### src/rtl/oled_spi_sink.sv
// SSD1306-style 4-wire SPI sink: decodes OLED commands into a register set and
// emits framebuffer write strobes. Define OLED_SPI_SINK_STATS_EN to add byte counters.
module oled_spi_sink #(
  parameter int SYNC_STAGES = 0,
  parameter int ADDR_WIDTH  = 10
) (
  input  logic                  clk,
  input  logic                  reset,
  input  logic                  ioSclk,
  input  logic                  ioSdin,
  input  logic                  ioCs,
  input  logic                  ioDc,
  output logic                  pixelWriteEn,
  output logic [ADDR_WIDTH-1:0] pixelWriteAddress,
  output logic [7:0]            pixelWriteData,
  output logic                  displayOn,
  output logic [7:0]            contrast,
  output logic [1:0]            addrMode,
  output logic                  invert,
  output logic                  chargePump,
  output logic [5:0]            muxRatio,
  output logic                  cmdError
`ifdef OLED_SPI_SINK_STATS_EN
  ,
  output logic [15:0]           cmdCount,
  output logic [15:0]           dataCount
`endif
);

  typedef enum logic {CMD_IDLE, CMD_PARAM} cmdState_t;

  // Idle bus: sclk high, cs deasserted. Order is {sclk, sdin, cs, dc}.
  localparam logic [3:0] SYNC_RESET = 4'b1010;

  // Stage p0: input register plus optional synchronizer flops
  logic [3:0] inSync_p0 [SYNC_STAGES+1];
  logic       sclkSync, sdinSync, csSync, dcSync;
  logic       sclkPrev, sclkRise;

  always_ff @(posedge clk) begin
    if (reset) begin
      for (int i = 0; i <= SYNC_STAGES; i++) inSync_p0[i] <= SYNC_RESET;
      sclkPrev <= 1'b1;
    end else begin
      inSync_p0[0] <= {ioSclk, ioSdin, ioCs, ioDc};
      for (int i = 1; i <= SYNC_STAGES; i++) inSync_p0[i] <= inSync_p0[i-1];
      sclkPrev <= sclkSync;
    end
  end

  assign {sclkSync, sdinSync, csSync, dcSync} = inSync_p0[SYNC_STAGES];
  assign sclkRise = sclkSync & ~sclkPrev;

  // Stage p1: bit shifter, byte-complete pulse
  logic [6:0] shiftReg;
  logic [2:0] bitCount;
  logic       vld_p1;
  logic [7:0] byte_p1;
  logic       dc_p1;

  always_ff @(posedge clk) begin
    if (reset) begin
      bitCount <= 3'd0;
      vld_p1   <= 1'b0;
    end else begin
      vld_p1 <= 1'b0;
      if (csSync) begin
        bitCount <= 3'd0;
      end else if (sclkRise) begin
        bitCount <= bitCount + 3'd1;
        if (bitCount == 3'd7) vld_p1 <= 1'b1;
      end
    end
  end

  always_ff @(posedge clk) begin
    if (sclkRise && !csSync) begin
      shiftReg <= {shiftReg[5:0], sdinSync};
      if (bitCount == 3'd7) begin
        byte_p1 <= {shiftReg, sdinSync};
        dc_p1   <= dcSync;
      end
    end
  end

  // Stage p2: command decode and framebuffer write
  cmdState_t  cmdState, cmdStateNext;
  logic [7:0] pendingOp, pendingOpNext;
  logic       displayOnNext, invertNext, chargePumpNext, cmdErrorNext;
  logic [7:0] contrastNext;
  logic [1:0] addrModeNext;
  logic [5:0] muxRatioNext;

  always_comb begin
    cmdStateNext   = cmdState;
    pendingOpNext  = pendingOp;
    displayOnNext  = displayOn;
    invertNext     = invert;
    chargePumpNext = chargePump;
    contrastNext   = contrast;
    addrModeNext   = addrMode;
    muxRatioNext   = muxRatio;
    cmdErrorNext   = 1'b0;
    if (vld_p1 && !dc_p1) begin
      if (cmdState == CMD_PARAM) begin
        cmdStateNext = CMD_IDLE;
        case (pendingOp)
          8'h81: contrastNext = byte_p1;
          8'h20: begin
            if (byte_p1[1:0] == 2'b11) cmdErrorNext = 1'b1;
            else                       addrModeNext = byte_p1[1:0];
          end
          8'hA8: muxRatioNext   = byte_p1[5:0];
          8'h8D: chargePumpNext = byte_p1[2];
          default: ;
        endcase
      end else begin
        casez (byte_p1)
          8'h81, 8'h20, 8'hA8, 8'hD3, 8'hD5, 8'hD9, 8'hDB, 8'h8D: begin
            pendingOpNext = byte_p1;
            cmdStateNext  = CMD_PARAM;
          end
          8'hAE: displayOnNext = 1'b0;
          8'hAF: displayOnNext = 1'b1;
          8'hA6: invertNext    = 1'b0;
          8'hA7: invertNext    = 1'b1;
          8'hA4, 8'hA5, 8'hA0, 8'hA1, 8'hC0, 8'hC8, 8'b01??????: ;
          default: cmdErrorNext = 1'b1;
        endcase
      end
    end
  end

  logic [ADDR_WIDTH-1:0] writePtr;

  always_ff @(posedge clk) begin
    if (reset) begin
      cmdState     <= CMD_IDLE;
      pendingOp    <= 8'h00;
      displayOn    <= 1'b0;
      contrast     <= 8'h7F;
      addrMode     <= 2'b10;
      invert       <= 1'b0;
      chargePump   <= 1'b0;
      muxRatio     <= 6'd63;
      cmdError     <= 1'b0;
      pixelWriteEn <= 1'b0;
      writePtr     <= '0;
    end else begin
      cmdState     <= cmdStateNext;
      pendingOp    <= pendingOpNext;
      displayOn    <= displayOnNext;
      contrast     <= contrastNext;
      addrMode     <= addrModeNext;
      invert       <= invertNext;
      chargePump   <= chargePumpNext;
      muxRatio     <= muxRatioNext;
      cmdError     <= cmdErrorNext;
      pixelWriteEn <= vld_p1 && dc_p1;
      if (vld_p1 && dc_p1) writePtr <= writePtr + ADDR_WIDTH'(1);
    end
  end

  always_ff @(posedge clk) begin
    if (vld_p1 && dc_p1) begin
      pixelWriteData    <= byte_p1;
      pixelWriteAddress <= writePtr;
    end
  end

`ifdef OLED_SPI_SINK_STATS_EN
  always_ff @(posedge clk) begin
    if (reset) begin
      cmdCount  <= 16'd0;
      dataCount <= 16'd0;
    end else if (vld_p1) begin
      if (dc_p1) begin
        if (dataCount != 16'hFFFF) dataCount <= dataCount + 16'd1;
      end else begin
        if (cmdCount != 16'hFFFF) cmdCount <= cmdCount + 16'd1;
      end
    end
  end
`endif

endmodule

### config.mk
export PLATFORM = sky130hd
export DESIGN_NAME = oled_spi_sink
export DESIGN_NICKNAME = d
export VERILOG_FILES = /design/src/rtl/oled_spi_sink.sv
export SDC_FILE = /design/constraint.sdc
export NUM_CORES = 1
export LEC_CHECK = 0
export ABC_AREA = 1
export CAP_MARGIN = 5
export CELL_PAD_IN_SITES_DETAIL_PLACEMENT = 0
export CELL_PAD_IN_SITES_GLOBAL_PLACEMENT = 1
export CORE_AREA = 3 3 90 92
export CTS_CLUSTER_DIAMETER = 60
export DETAILED_ROUTE_END_ITERATION = 8
export DIE_AREA = 0 0 93 95
export MAX_ROUTING_LAYER = met4
export PLACE_DENSITY_LB_ADDON = 0.05
export SLEW_MARGIN = 20
export SYNTH_ARGS = -nofsm -noshare
export SYNTH_HDL_FRONTEND = slang
export SYNTH_SLANG_ARGS = --single-unit
### constraint.sdc
create_clock -name clk -period 5.5 [get_ports clk]
set_clock_uncertainty 0.05 [all_clocks]
set_input_delay 0.825 -clock clk [delete_from_list [all_inputs] [get_ports clk]]
set_output_delay 0.825 -clock clk [all_outputs]
set_load 0.005 [all_outputs]
# Word level (Yosys, flattened, before mapping)
# Memory sizes are Yosys's and may differ from the RTL's.
# Index checks and enable logic that the tools add are counted.
classes:
  add_sub_neg: 2
  n_eq_ne: 25
  muxes: 14
  bitwise_logic: 6
  n_reduce_logical: 21
ops:
  columns: ["cell", "count"]
  rows:
  - ["equality test 8 bit (second input constant)", 20]
  - ["OR reduction 19 bit", 1]
  - ["AND reduction 3 bit", 6]
  - ["equality test 8 x 6 -> 1 bit (second input constant)", 2]
  - ["two-way mux 1 bit", 11]
  - ["adder 10 x 1 -> 10 bit (second input constant)", 1]
  - ["OR reduction 8 bit", 1]
  - ["inverter 1 bit", 5]
  - ["two-way mux 4 bit", 1]
  - ["case mux 1 bit (2 select lines)", 2]
  - ["AND reduction 4 bit", 1]
  - ["nonzero test 2 bit", 2]
  - ["OR reduction 2 bit", 2]
  - ["OR reduction 4 bit", 1]
  - ["adder 3 x 1 -> 3 bit (second input constant)", 1]
  - ["equality test 3 bit (second input constant)", 1]
  - ["logical AND 1 bit", 3]
  - ["OR reduction 3 bit", 1]
  - ["equality test 2 x 1 -> 1 bit (second input constant)", 1]
  - ["equality test 2 bit (second input constant)", 1]
  - ["zero test 1 bit", 2]
  - ["AND reduction 2 bit", 1]
  - ["AND 1 bit", 1]
word_totals:
  ff_bits: 79
  mem_bits_rw: 4
  wordCells: 88
  n_memories: 1
memory_table:
  columns: ["memory", "words", "width", "rd", "rd_clocked_by_memory_dff", "wr", "line_no", "rtl"]
  rows:
  - ["inSync_p0", 1, 4, 1, 0, 1, "36", "logic [3:0] inSync_p0 [SYNC_STAGES+1];"]

# Longest topological paths before layout
logic_depth:
  ltp_word: 4
  mapped_depth: 11

# Worst setup path before layout
# No wires, ideal clock.
synth_path:
  path_type: "reg2reg"
  from: "reg bitCount[0]"
  to: "reg byte_p1[0], enable pin"
  setup_ns: 0.387
  arrival_ns: 1.340
  required_ns: 5.063
  setup_slack_ns: 3.723
  stages_incl_launch_ff: 5
  n_path_buf: 0
  path_cell_list: "dfxtp_1 > ha_1 > ha_1 > inv_1 > nor3_1"
synth_via:
  elab_chain_cells: 2
synth_rtl:
  columns: ["item", "line_no", "rtl"]
  rows:
  - ["from (decl)", "56", "logic [2:0] bitCount;"]
  - ["from (signal assigned)", "70", "bitCount <= bitCount + 3'd1;"]
  - ["equality test 3 bit", "79", "if (bitCount == 3'd7) begin"]
  - ["AND reduction 2 bit (no source line)", null, null]
  - ["to (signal assigned)", "80", "byte_p1 <= {shiftReg, sdinSync};"]
  - ["to (decl)", "58", "logic [7:0] byte_p1;"]
# Every way passes these cells.
# A chain may end at the register's enable or synchronous reset.

==> impl_summary.log <==
[metrics] unrepaired setup endpoints after global routing: false
[metrics] number of different library cells in the post-synthesis netlist: 29
[metrics] starting utilization of the core area: 44.7%
[metrics] final RePlAce weighted congestion: 0.861
[metrics] Worst Reg2Reg Path Length in Cells: 10
[metrics] top cell type by total area after synthesis: sky130_fd_sc_hd__edfxtp_1
[metrics] total number of clock tree sinks: 83
[metrics] initial antenna violation count: 0
[metrics] proportion of layout cells with a drive suffix above 1: 10.9%
[metrics] dpl hpwl: 4.72 mm
[metrics] Power, Total: 1.05 mW
[metrics] register cell area after layout: 2000 µm²
[metrics] number of buffers inserted by post-CTS setup repair: 0
[metrics] switching part of the total: 22.5%
[metrics] vias per cell: 4.85
[metrics] overall via count from detail_route: 2387
[metrics] Worst R2R Start: byte_p1[2]
[metrics] sequential area share after synthesis: 61.4%
[metrics] detailed-routing iteration count for the pre-antenna-repair pass: 4
[metrics] Inserted Clock Buffers: 9
[metrics] first-pass GRT wire length: 11.3 mm
[metrics] Critical path origin: reset
[metrics] proportion of netlist area held by the largest area contributor: 31.3%
[metrics] remaining antenna violation count: 0
[metrics] clock group share of total power: 37.7%
[metrics] number of top-level design ports: 45
[metrics] net count reported at finish: 397
[metrics] Crit path required time: 5.73 ns
[metrics] top achievable clock speed: 395 MHz
[metrics] worst hold slack: 0.364 ns
[metrics] Non-Filler Instances: 492
[metrics] Slew @ Worst Pin: 0.963 ns
[metrics] Yosys reg bits: 83
[metrics] cells taking the most area after synthesis: sky130_fd_sc_hd__edfxtp_1, sky130_fd_sc_hd__dfxtp_1, sky130_fd_sc_hd__nand2_1
[metrics] Util after Layout: 54.3%
[metrics] Overflow after GRT: 0
[metrics] total inserted antenna cells: 0
[metrics] Arr. time, crit path: 2.75 ns
[metrics] Post-Place Worst Slack: 2.55 ns
[metrics] buffer depth of the longest clock path: 2
[metrics] slowest library cell on the worst path: sky130_fd_sc_hd__inv_1
[metrics] Post-Syn Nets: 350
[metrics] fin worst setup slack: 2.97 ns
[metrics] number of gates resized after CTS: 0
[metrics] footprint of the multi-input gates: 1070 µm²
[metrics] worst vdd rail ir drop: 0.000181 V
[metrics] final-layout setup total negative slack: 0 ns
[metrics] Lkg Pwr: 1.51 nW
[metrics] horizontal die dimension: 93 µm
[metrics] detailed-routed wire length on met2: 3.11 mm
[metrics] maxcap violations: 0
[metrics] run status: complete, no violations
[metrics] total global routing track utilization: 17.1%
[metrics] endpoints failing hold: 0
[metrics] placed cell count: 476
[metrics] area of the die: 8840 µm²
[metrics] cell area after placement: 3770 µm²
[metrics] Period Utilization, post-route: 46.0%
[metrics] Reg2Reg Capture Point: pendingOp[6]
[metrics] capturing instance or port of the critical path: writePtr[0]
[metrics] Max-Slew Margin vs Limit: 35.7%
[metrics] post-synthesis average cell area: 9.57 µm²
[metrics] fill count: 713
[metrics] Max Fanout on Critical Path: 32
[metrics] height of the die: 95 µm
[metrics] DRC viols: 0
[metrics] Crit Path Class: in2reg
[metrics] proportion of power drawn by flip-flops and latches: 60.9%
[metrics] highest metal layer with signal wires: met4
[metrics] count of port buffers added during placement: 44
[metrics] Row Count: 31
[metrics] DRC violation total after the first TritonRoute iteration: 115
[metrics] H-tree Lvls: 3
[metrics] CTS clock-pin slew for the worst setup and hold paths: 0.09 ns
[metrics] overall routed net length: 6.58 mm
[metrics] delay of the slowest cell on the worst path: 0.84 ns
[metrics] placeable core area: 7290 µm²
[metrics] Post-CTS Hold Fix Bufs: 0
[metrics] path type of the worst min-delay path: reg2reg
[metrics] Wirelength per Cell: 13.4 µm
[metrics] flop2flop setup slack: 3.70 ns
[metrics] final critical path time including I/O delays and setup: 2.53 ns
[metrics] switching power of the nets: 0.236 mW
[metrics] Netlist Area Pre-Place: 3260 µm²
[metrics] internal power contribution: 0.812 mW
[metrics] type of element launching the critical path: primary input
[metrics] clock latency on the worst-skew pair: 0.35 ns
[metrics] cell chain of the critical path: clkdlybuf4s50_1 > inv_1 > o21ai_0 > a21oi_1
[metrics] number of warning messages in the yosys log: 0
[metrics] buffer type at the clock tree root: sky130_fd_sc_hd__clkbuf_8
[metrics] Combinational Power Share: 1.4%
[metrics] kind of capture point of the worst setup path: flip-flop
[metrics] met1 routed wirelength after detailed routing: 3.09 mm
[metrics] signed area change from the synthesized netlist to the final layout: 21.4%
[metrics] via count of the first global-routing pass: 2265
[metrics] Met3 Routed Length: 333 µm
[metrics] final setup violating endpoints: 0
[metrics] Power Density: 265 nW/µm²
[metrics] max-slew violations: 0
[metrics] final instance area: 3960 µm²
[metrics] largest net degree at the start of global routing: 33
[metrics] number of instances in the synthesized netlist: 341
[metrics] TritonCTS clock tree: yes
-- metal layers --
| layer | up-vias | GRT usage, % |
|---|---|---|
| met1 | 1090 | 21.5 |
| li1 | 1237 | - |
| met5 | - | - |
| met2 | 54 | 26.7 |
| met3 | 6 | 4.38 |
| met4 | 0 | 6.35 |
-- registers in the layout, summed over array words and instances, names as in the netlist, 2 cells and up --
name,count
addrMode,2
bitCount,3
byte_p1,8
contrast,8
inSync_p0,4
muxRatio,6
pendingOp,8
pixelWriteAddress,10
pixelWriteData,8
shiftReg,7
writePtr,10
-- cell usage after synthesis --
cell and instances:
sky130_fd_sc_hd__dfxtp_1 49, sky130_fd_sc_hd__nand3_2 2, sky130_fd_sc_hd__nor2_1 36, sky130_fd_sc_hd__o211ai_2 1, sky130_fd_sc_hd__buf_1 1, sky130_fd_sc_hd__buf_6 2
sky130_fd_sc_hd__nand2_1 67, sky130_fd_sc_hd__a21oi_2 1, sky130_fd_sc_hd__nor2_2 4, sky130_fd_sc_hd__inv_2 3, sky130_fd_sc_hd__nor3_1 9, sky130_fd_sc_hd__nor3_2 2
sky130_fd_sc_hd__nor3b_1 2, sky130_fd_sc_hd__nor4_1 2, sky130_fd_sc_hd__or2_2 4, sky130_fd_sc_hd__ha_1 3, sky130_fd_sc_hd__a21oi_1 24, sky130_fd_sc_hd__o21ai_0 7
sky130_fd_sc_hd__inv_1 34, sky130_fd_sc_hd__o211ai_1 12, sky130_fd_sc_hd__nand4_1 7, sky130_fd_sc_hd__nor2_4 1, sky130_fd_sc_hd__nand2_2 6, sky130_fd_sc_hd__edfxtp_1 34
sky130_fd_sc_hd__nand3_1 21, sky130_fd_sc_hd__clkbuf_1 2, sky130_fd_sc_hd__buf_4 2, sky130_fd_sc_hd__nand2_4 1, sky130_fd_sc_hd__buf_2 2
-- how the worst min path moves through the flow --
| stage | from | endpoint | cells past startpoint |
|---|---|---|---|
| floorplan | inSync_p0[0][0] | dc_p1 | 0 |
| global route | inSync_p0[0][0] | dc_p1 | 0 |
| global placement | inSync_p0[0][0] | dc_p1 | 0 |
| CTS | inSync_p0[0][0] | dc_p1 | 0 |
| detailed placement | inSync_p0[0][0] | dc_p1 | 0 |
| finish | inSync_p0[0][3] | sclkPrev | 2 |
-- placed cells by master (no fill, tap or decap), types with 4 or more instances in the layout --
cell type                         instances
sky130_fd_sc_hd__nand2_2                  6
sky130_fd_sc_hd__clkbuf_8                 9
sky130_fd_sc_hd__nor2_2                   4
sky130_fd_sc_hd__o211ai_1                12
sky130_fd_sc_hd__or2_2                    4
sky130_fd_sc_hd__a21oi_1                 24
sky130_fd_sc_hd__o21ai_0                  7
sky130_fd_sc_hd__edfxtp_1                34
sky130_fd_sc_hd__clkdlybuf4s50_1         44
sky130_fd_sc_hd__nand2_1                 67
sky130_fd_sc_hd__inv_1                   34
sky130_fd_sc_hd__nand3_1                 21
sky130_fd_sc_hd__nor3_1                   8
sky130_fd_sc_hd__nand4_1                  7
sky130_fd_sc_hd__dfxtp_1                 49
sky130_fd_sc_hd__nor2_1                  36
-- power by group through the flow --
stage | Combinational (mW) | Clock (mW) | Sequential, mW
finish | 0.0147 | 0.395 | 0.638
detailed placement | 0.0150 | 0 | 0.653
floorplan | 0.00967 | 0 | 0.652
global placement | 0.0149 | 0 | 0.653
CTS | 0.0150 | 0.411 | 0.638
global route | 0.0175 | 0.438 | 0.639
-- final cells by class --
class                           count  area share [%]
Clock buffer                        9            3.13
Tap cell                           99            3.13
Timing Repair Buffer               45            11.3
Clock inverter                      7            1.45
Inverter                           37            3.51
Multi-Input combinational cell    212            26.9
Sequential cell                    83            50.5
-- kinds of logic after synthesis --
kind of cell,after synthesis,share of synthesized area (%)
compound gates,45,8.17
fa+ha+maj,3,1.15
buf+inv,46,6.06
flops,83,61.4
simple gates,164,23.2
-- worst max-delay path, delay by kind of cell --
| kind | cells | cell delay [ns] |
|---|---|---|
| buf+inv | 2 | 1.53 |
| compound gates | 2 | 0.39 |
Power figures use the tool's default switching activity.
